File: src/rtl/nibble_serial_adder_ctrl_pkg.sv
// Shared definitions for the nibble-serial add/subtract sequencer.
package nibble_serial_adder_ctrl_pkg;

    localparam int unsigned NIBBLE_W = 4;

    typedef enum logic [1:0] {
        ST_IDLE = 2'd0,
        ST_RUN  = 2'd1,
        ST_DONE = 2'd2
    } state_t;

    // Carry into the result MSB, recovered from the sum bit and its two addend bits.
    function automatic logic msb_carry_in(input logic s, input logic a, input logic b);
        return s ^ a ^ b;
    endfunction

endpackage

File: src/rtl/nibble_serial_adder_ctrl_if.sv
// Request/response bundle between the ALU front end and the sequencer.
interface nibble_serial_adder_ctrl_if #(
    parameter int unsigned WIDTH = 16
);

    logic             start;
    logic             sub;
    logic [WIDTH-1:0] a;
    logic [WIDTH-1:0] b;
    logic             busy;
    logic             done;
    logic [WIDTH-1:0] sum;
    logic             c_out;
    logic             overflow;

    modport master (
        output start, sub, a, b,
        input  busy, done, sum, c_out, overflow
    );

    modport slave (
        input  start, sub, a, b,
        output busy, done, sum, c_out, overflow
    );

endinterface

File: src/rtl/nibble_serial_adder_ctrl_adder4.sv
// Shared 4-bit ripple-carry adder datapath.
module adder4
    import nibble_serial_adder_ctrl_pkg::*;
(
    input  logic [NIBBLE_W-1:0] a_i,
    input  logic [NIBBLE_W-1:0] b_i,
    input  logic                c_i,
    output logic [NIBBLE_W-1:0] s_o,
    output logic                c_o
);

    logic [NIBBLE_W:0] carry;

    // Ripple the carry bit by bit through the nibble.
    always_comb begin
        carry    = '0;
        s_o      = '0;
        carry[0] = c_i;
        for (int unsigned i = 0; i < NIBBLE_W; i++) begin
            s_o[i]       = a_i[i] ^ b_i[i] ^ carry[i];
            carry[i + 1] = (a_i[i] & b_i[i]) | (carry[i] & (a_i[i] ^ b_i[i]));
        end
        c_o = carry[NIBBLE_W];
    end

endmodule

File: src/rtl/nibble_serial_adder_ctrl.sv
// Add/subtract sequencer: time-shares one adder4, one nibble per clock, LSB first.
module nibble_serial_adder_ctrl
    import nibble_serial_adder_ctrl_pkg::*;
#(
    parameter int unsigned WIDTH = 16
) (
    input logic                      clk,
    input logic                      reset,
    nibble_serial_adder_ctrl_if.slave bus
);

    localparam int unsigned NIBBLES = WIDTH / NIBBLE_W;
    localparam int unsigned IDX_W   = (NIBBLES > 1) ? $clog2(NIBBLES) : 1;
    localparam logic [IDX_W-1:0] LAST_IDX = IDX_W'(NIBBLES - 1);

    state_t             state_q, state_d;
    logic [IDX_W-1:0]   idx_q, idx_d;
    logic [WIDTH-1:0]   a_q, a_d;
    logic [WIDTH-1:0]   b_q, b_d;       // b already inverted for subtraction
    logic               carry_q, carry_d;
    logic [WIDTH-1:0]   sum_q, sum_d;
    logic               c_out_q, c_out_d;
    logic               ovf_q, ovf_d;

    logic [NIBBLE_W-1:0] a_nib, b_nib, add_s;
    logic                add_c;

    // Select the current nibble of each operand for the shared adder.
    always_comb begin
        a_nib = a_q[idx_q * NIBBLE_W +: NIBBLE_W];
        b_nib = b_q[idx_q * NIBBLE_W +: NIBBLE_W];
    end

    adder4 u_adder4 (
        .a_i (a_nib),
        .b_i (b_nib),
        .c_i (carry_q),
        .s_o (add_s),
        .c_o (add_c)
    );

    // Next-state, operand capture, nibble write-back and final flag computation.
    always_comb begin
        state_d = state_q;
        idx_d   = idx_q;
        a_d     = a_q;
        b_d     = b_q;
        carry_d = carry_q;
        sum_d   = sum_q;
        c_out_d = c_out_q;
        ovf_d   = ovf_q;
        unique case (state_q)
            ST_IDLE: begin
                if (bus.start) begin
                    a_d     = bus.a;
                    b_d     = bus.b ^ {WIDTH{bus.sub}};
                    carry_d = bus.sub;
                    idx_d   = '0;
                    sum_d   = '0;
                    state_d = ST_RUN;
                end
            end
            ST_RUN: begin
                sum_d[idx_q * NIBBLE_W +: NIBBLE_W] = add_s;
                carry_d = add_c;
                if (idx_q == LAST_IDX) begin
                    // The last nibble holds the MSB, so its bits give the carry into the MSB.
                    c_out_d = add_c;
                    ovf_d   = msb_carry_in(add_s[NIBBLE_W-1], a_nib[NIBBLE_W-1],
                                           b_nib[NIBBLE_W-1]) ^ add_c;
                    state_d = ST_DONE;
                end else begin
                    idx_d = idx_q + IDX_W'(1);
                end
            end
            ST_DONE: state_d = ST_IDLE;
            default: state_d = ST_IDLE;
        endcase
    end

    // State and datapath registers with asynchronous clear.
    always_ff @(posedge clk or posedge reset) begin
        if (reset) begin
            state_q <= ST_IDLE;
            idx_q   <= '0;
            a_q     <= '0;
            b_q     <= '0;
            carry_q <= 1'b0;
            sum_q   <= '0;
            c_out_q <= 1'b0;
            ovf_q   <= 1'b0;
        end else begin
            state_q <= state_d;
            idx_q   <= idx_d;
            a_q     <= a_d;
            b_q     <= b_d;
            carry_q <= carry_d;
            sum_q   <= sum_d;
            c_out_q <= c_out_d;
            ovf_q   <= ovf_d;
        end
    end

    assign bus.busy     = (state_q == ST_RUN);
    assign bus.done     = (state_q == ST_DONE);
    assign bus.sum      = sum_q;
    assign bus.c_out    = c_out_q;
    assign bus.overflow = ovf_q;

endmodule

File: src/flat_wrapper.sv
// flat-port wrapper written by rule: the top's interface ports become plain ports
module nibble_serial_adder_ctrl_flat import nibble_serial_adder_ctrl_pkg::*;
#(
    parameter int unsigned WIDTH = 16
)
  (clk, reset, bus_start, bus_sub, bus_a, bus_b, bus_busy, bus_done, bus_sum, bus_c_out, bus_overflow);
  nibble_serial_adder_ctrl_if #(.WIDTH(WIDTH)) bus_i ();
  input logic clk;
  input logic reset;
  input wire logic [$bits(bus_i.start)-1:0] bus_start;
  input wire logic [$bits(bus_i.sub)-1:0] bus_sub;
  input wire logic [$bits(bus_i.a)-1:0] bus_a;
  input wire logic [$bits(bus_i.b)-1:0] bus_b;
  output wire logic [$bits(bus_i.busy)-1:0] bus_busy;
  output wire logic [$bits(bus_i.done)-1:0] bus_done;
  output wire logic [$bits(bus_i.sum)-1:0] bus_sum;
  output wire logic [$bits(bus_i.c_out)-1:0] bus_c_out;
  output wire logic [$bits(bus_i.overflow)-1:0] bus_overflow;
  assign bus_i.start = bus_start;
  assign bus_i.sub = bus_sub;
  assign bus_i.a = bus_a;
  assign bus_i.b = bus_b;
  assign bus_busy = bus_i.busy;
  assign bus_done = bus_i.done;
  assign bus_sum = bus_i.sum;
  assign bus_c_out = bus_i.c_out;
  assign bus_overflow = bus_i.overflow;
  nibble_serial_adder_ctrl #(.WIDTH(WIDTH)) u_core (.clk(clk), .reset(reset), .bus(bus_i));
endmodule
File: config.mk
export PLATFORM = sky130hd
export DESIGN_NAME = nibble_serial_adder_ctrl_flat
export DESIGN_NICKNAME = d
export VERILOG_FILES = /design/src/rtl/nibble_serial_adder_ctrl_pkg.sv /design/src/rtl/nibble_serial_adder_ctrl_if.sv /design/src/rtl/nibble_serial_adder_ctrl_adder4.sv /design/src/rtl/nibble_serial_adder_ctrl.sv /design/src/flat_wrapper.sv
export SDC_FILE = /design/constraint.sdc
export NUM_CORES = 1
export LEC_CHECK = 0
export BUFFER_PORTS_ARGS = -buffer_cell sky130_fd_sc_hd__buf_4
export CELL_PAD_IN_SITES_DETAIL_PLACEMENT = 0
export CELL_PAD_IN_SITES_GLOBAL_PLACEMENT = 1
export CORE_MARGIN = 2
export CORE_UTILIZATION = 25
export CTS_CLUSTER_DIAMETER = 30
export DETAILED_ROUTE_END_ITERATION = 16
export PLACE_DENSITY = 0.5
export SYNTH_ARGS = -nofsm -noshare
export SYNTH_HDL_FRONTEND = slang
export SYNTH_HIERARCHICAL = 1
export SYNTH_SLANG_ARGS = --single-unit
File: constraint.sdc
create_clock -name clk -period 4.1 [get_ports clk]
set_input_delay 0.615 -clock clk [delete_from_list [all_inputs] [get_ports clk]]
set_output_delay 0.615 -clock clk [all_outputs]
set_load 0.05 [all_outputs]
==> reports/results.ini <==
[yosys]
synthDistinctLibCells = 28
async_flop_share_pct = 100
ys_seq_area_share_pct = 50.5
synth_top_family_by_area = multiplexers
ys_seq_elements = 55
synthSimpleGateAreaFrac_pct = 8.58
synth_nets = 258
synthAdderAreaFrac_pct = 5.69
synth_xor_area_share_pct = 6.29
synth_ff_type = dfrtp_1
avgSynthCellArea_um2 = 12.9
synth_compound_area_share_pct = 10.1
synth_edf_count = 0
ys_warn_count = 6
netlist_area_um2 = 2730
synth_cells = 212
synth.mux.area_fraction_pct = 14.2

[floorplanning]
io_pins = 56
num_rows = 38
start_util_pct = 25.4
core_area_um2 = 10700
die_area_um2 = 11800
die_w_um = 108
die_y_um = 108

[layout]
area_growth_syn_to_layout_pct = 24.4
fin_util_pct = 31.6
mostFrequentLayoutCells = buf_4, dfrtp_1, mux2_2
final_common_cell = buf_4
drive_above_1_share_pct = 36.3
num_antenna_cells = 0
layout.nets = 313

[critical_path]
critPathCaptureType = register
arrival_ns = 3.71
critPathLaunchType = register
crit_type = reg -> reg
required_ns = 4.32
r2r_setup_slack_ns = 0.61
worstPathMaxFanout = 6

[timing]
max_freq_mhz = 287
maxSlewViolCount = 0
slew_headroom_pct = 39.5
hold_violations = 0
hold_ws_ns = 0.330
rsz0062_at_grt = no
worst_pin_slew_ns = 0.907
period_share_pct = 85.1
fin_skew_ns = 0.0131
period_needed_ns = 3.49
fin_tns_setup_ns = 0
setup_viol = 0

[placed_design]
io_buffers = 55
dp_hpwl_um = 4540
globalplace.congestion = 0.712

[clocking]
cts-root-buf = clkbuf_8
cts.sinks = 55
h-tree-depth = 2
clock_path_buffers = 2
cts_tree = yes
numCtsBuffers = 5
clk_pin_slew_ns = 0.10
postCtsSetupBuffers = 0
clk_latency_ns = 0.31
cts-resized-gates = 0
ctsHoldBuffers = 0

[drt]
wl_per_cell_um = 15.2
routed_via_density = 4.24
drtAntennaViolNets = 0
drc = 0
wl_um = 6200
dr.first_iter.drc_count = 41
dr_total_vias = 1726
dr.pass1.iters = 4

[power]
power.density_nw_per_um2 = 919
leakagePower_nw = 1.53
vdd_ir_drop_max_mv = 0.348

[worst_hold_path]
min_path_type = in -> async

[global_routing]
antenna_found_initial = 0
overflow = 0
grt_usage_pct = 11.1
grt_pass1_wl_um = 10000
grt_max_degree = 35
grt_pass1_vias = 1911

[flow_run]
maxCapViolCount = 0

[status]
status = completed

critical path, cell delays in order, from the launching register on:
cell,delay (ns)
dfrtp_1,0.54
mux4_2,0.57
fa_1,0.43
inv_1,0.08
fa_1,0.16
inv_1,0.05
fa_1,0.36
inv_1,0.08
fa_1,0.40
inv_1,0.19
xor2_1,0.19
xnor3_1,0.22
o21ai_1,0.14
layout make-up:
cell class | count | area [um^2]
fillers | 1159 | 7350
well taps | 140 | 175
repair buffers | 59 | 443
multi-input cells | 130 | 1230
clock inverters | 2 | 37.5
inverters | 16 | 60.1
clock buffers | 5 | 68.8
flip-flops and latches | 55 | 1380
registers in the layout, indices dropped and copies added (netlist names):
register and cells:
u_core/b_q 16, u_core/bus.overflow 1, u_core/carry_q 1, u_core/bus.sum 16, u_core/state_q 2, u_core/a_q 16
u_core/idx_q 2, u_core/bus.c_out 1
stage by stage:
stage               total power, mW  instance area [um^2]  worst slack (ns)  instances
floorplan                      2.27                  2730             0.774        212
global placement               2.79                  3280             0.680        400
detailed placement             2.81                  3280             0.644        400
CTS                            3.18                  3390             0.613        407
global route                   3.35                  3390             0.432        407
finish                         3.11                  3390             0.613        407
path summary, 6_finish.rpt:
| kind | cells past startpoint | endpoint | start |
|---|---|---|---|
| setup reg to reg | 12 | u_core/bus.overflow | u_core/idx_q[0] |
| setup / recovery | 12 | u_core/bus.overflow | u_core/idx_q[0] |
| min in group clk | 1 | u_core/a_q[11] | u_core/a_q[11] |
| max in group asynchronous | 3 | u_core/b_q[2] | reset |
| hold reg to reg | 1 | u_core/a_q[11] | u_core/a_q[11] |
| hold / removal | 2 | u_core/bus.sum[14] | reset |
routing by layer:
metal | share of wire (%) | vias up | global-route usage [%]
met3 | 3.4 | 5 | 2.05
met2 | 49 | 37 | 19.3
met4 | 1.2 | 0 | 3.02
met5 | 0 | - | 0
met1 | 46 | 843 | 14.0
li1 | - | 841 | -
kinds of logic (layout without fill, tap and decap cells):
kind of cell,count (synthesis),count (layout)
flip-flops,55,55
multiplexers,26,26
XOR/XNOR,18,18
adder cells (fa/ha/maj),10,10
AND/OR/NAND/NOR,36,36
AO/OA/AOI/OAI,40,40
buffers and inverters,27,82
Yosys cell counts, types with 4 or more instances:
library cell	number	area share, %
dfrtp_1	55	50
nor2_1	17	2.3
a21o_1	4	1.1
ha_1	6	2.8
buf_2	8	1.5
nand2_1	8	1.1
xnor2_1	16	5.1
a21oi_1	16	2.9
mux2_2	18	7.4
inv_1	16	2.2
mux4_2	7	5.8
fa_1	4	2.9
a22o_1	17	5.5
power breakdown:
group / switching, mW / internal, mW
Combinational: 1.06 / 0.743
Sequential: 0.177 / 0.785
Clock: 0.173 / 0.179
No activity file was read; power rests on OpenSTA's default activity.
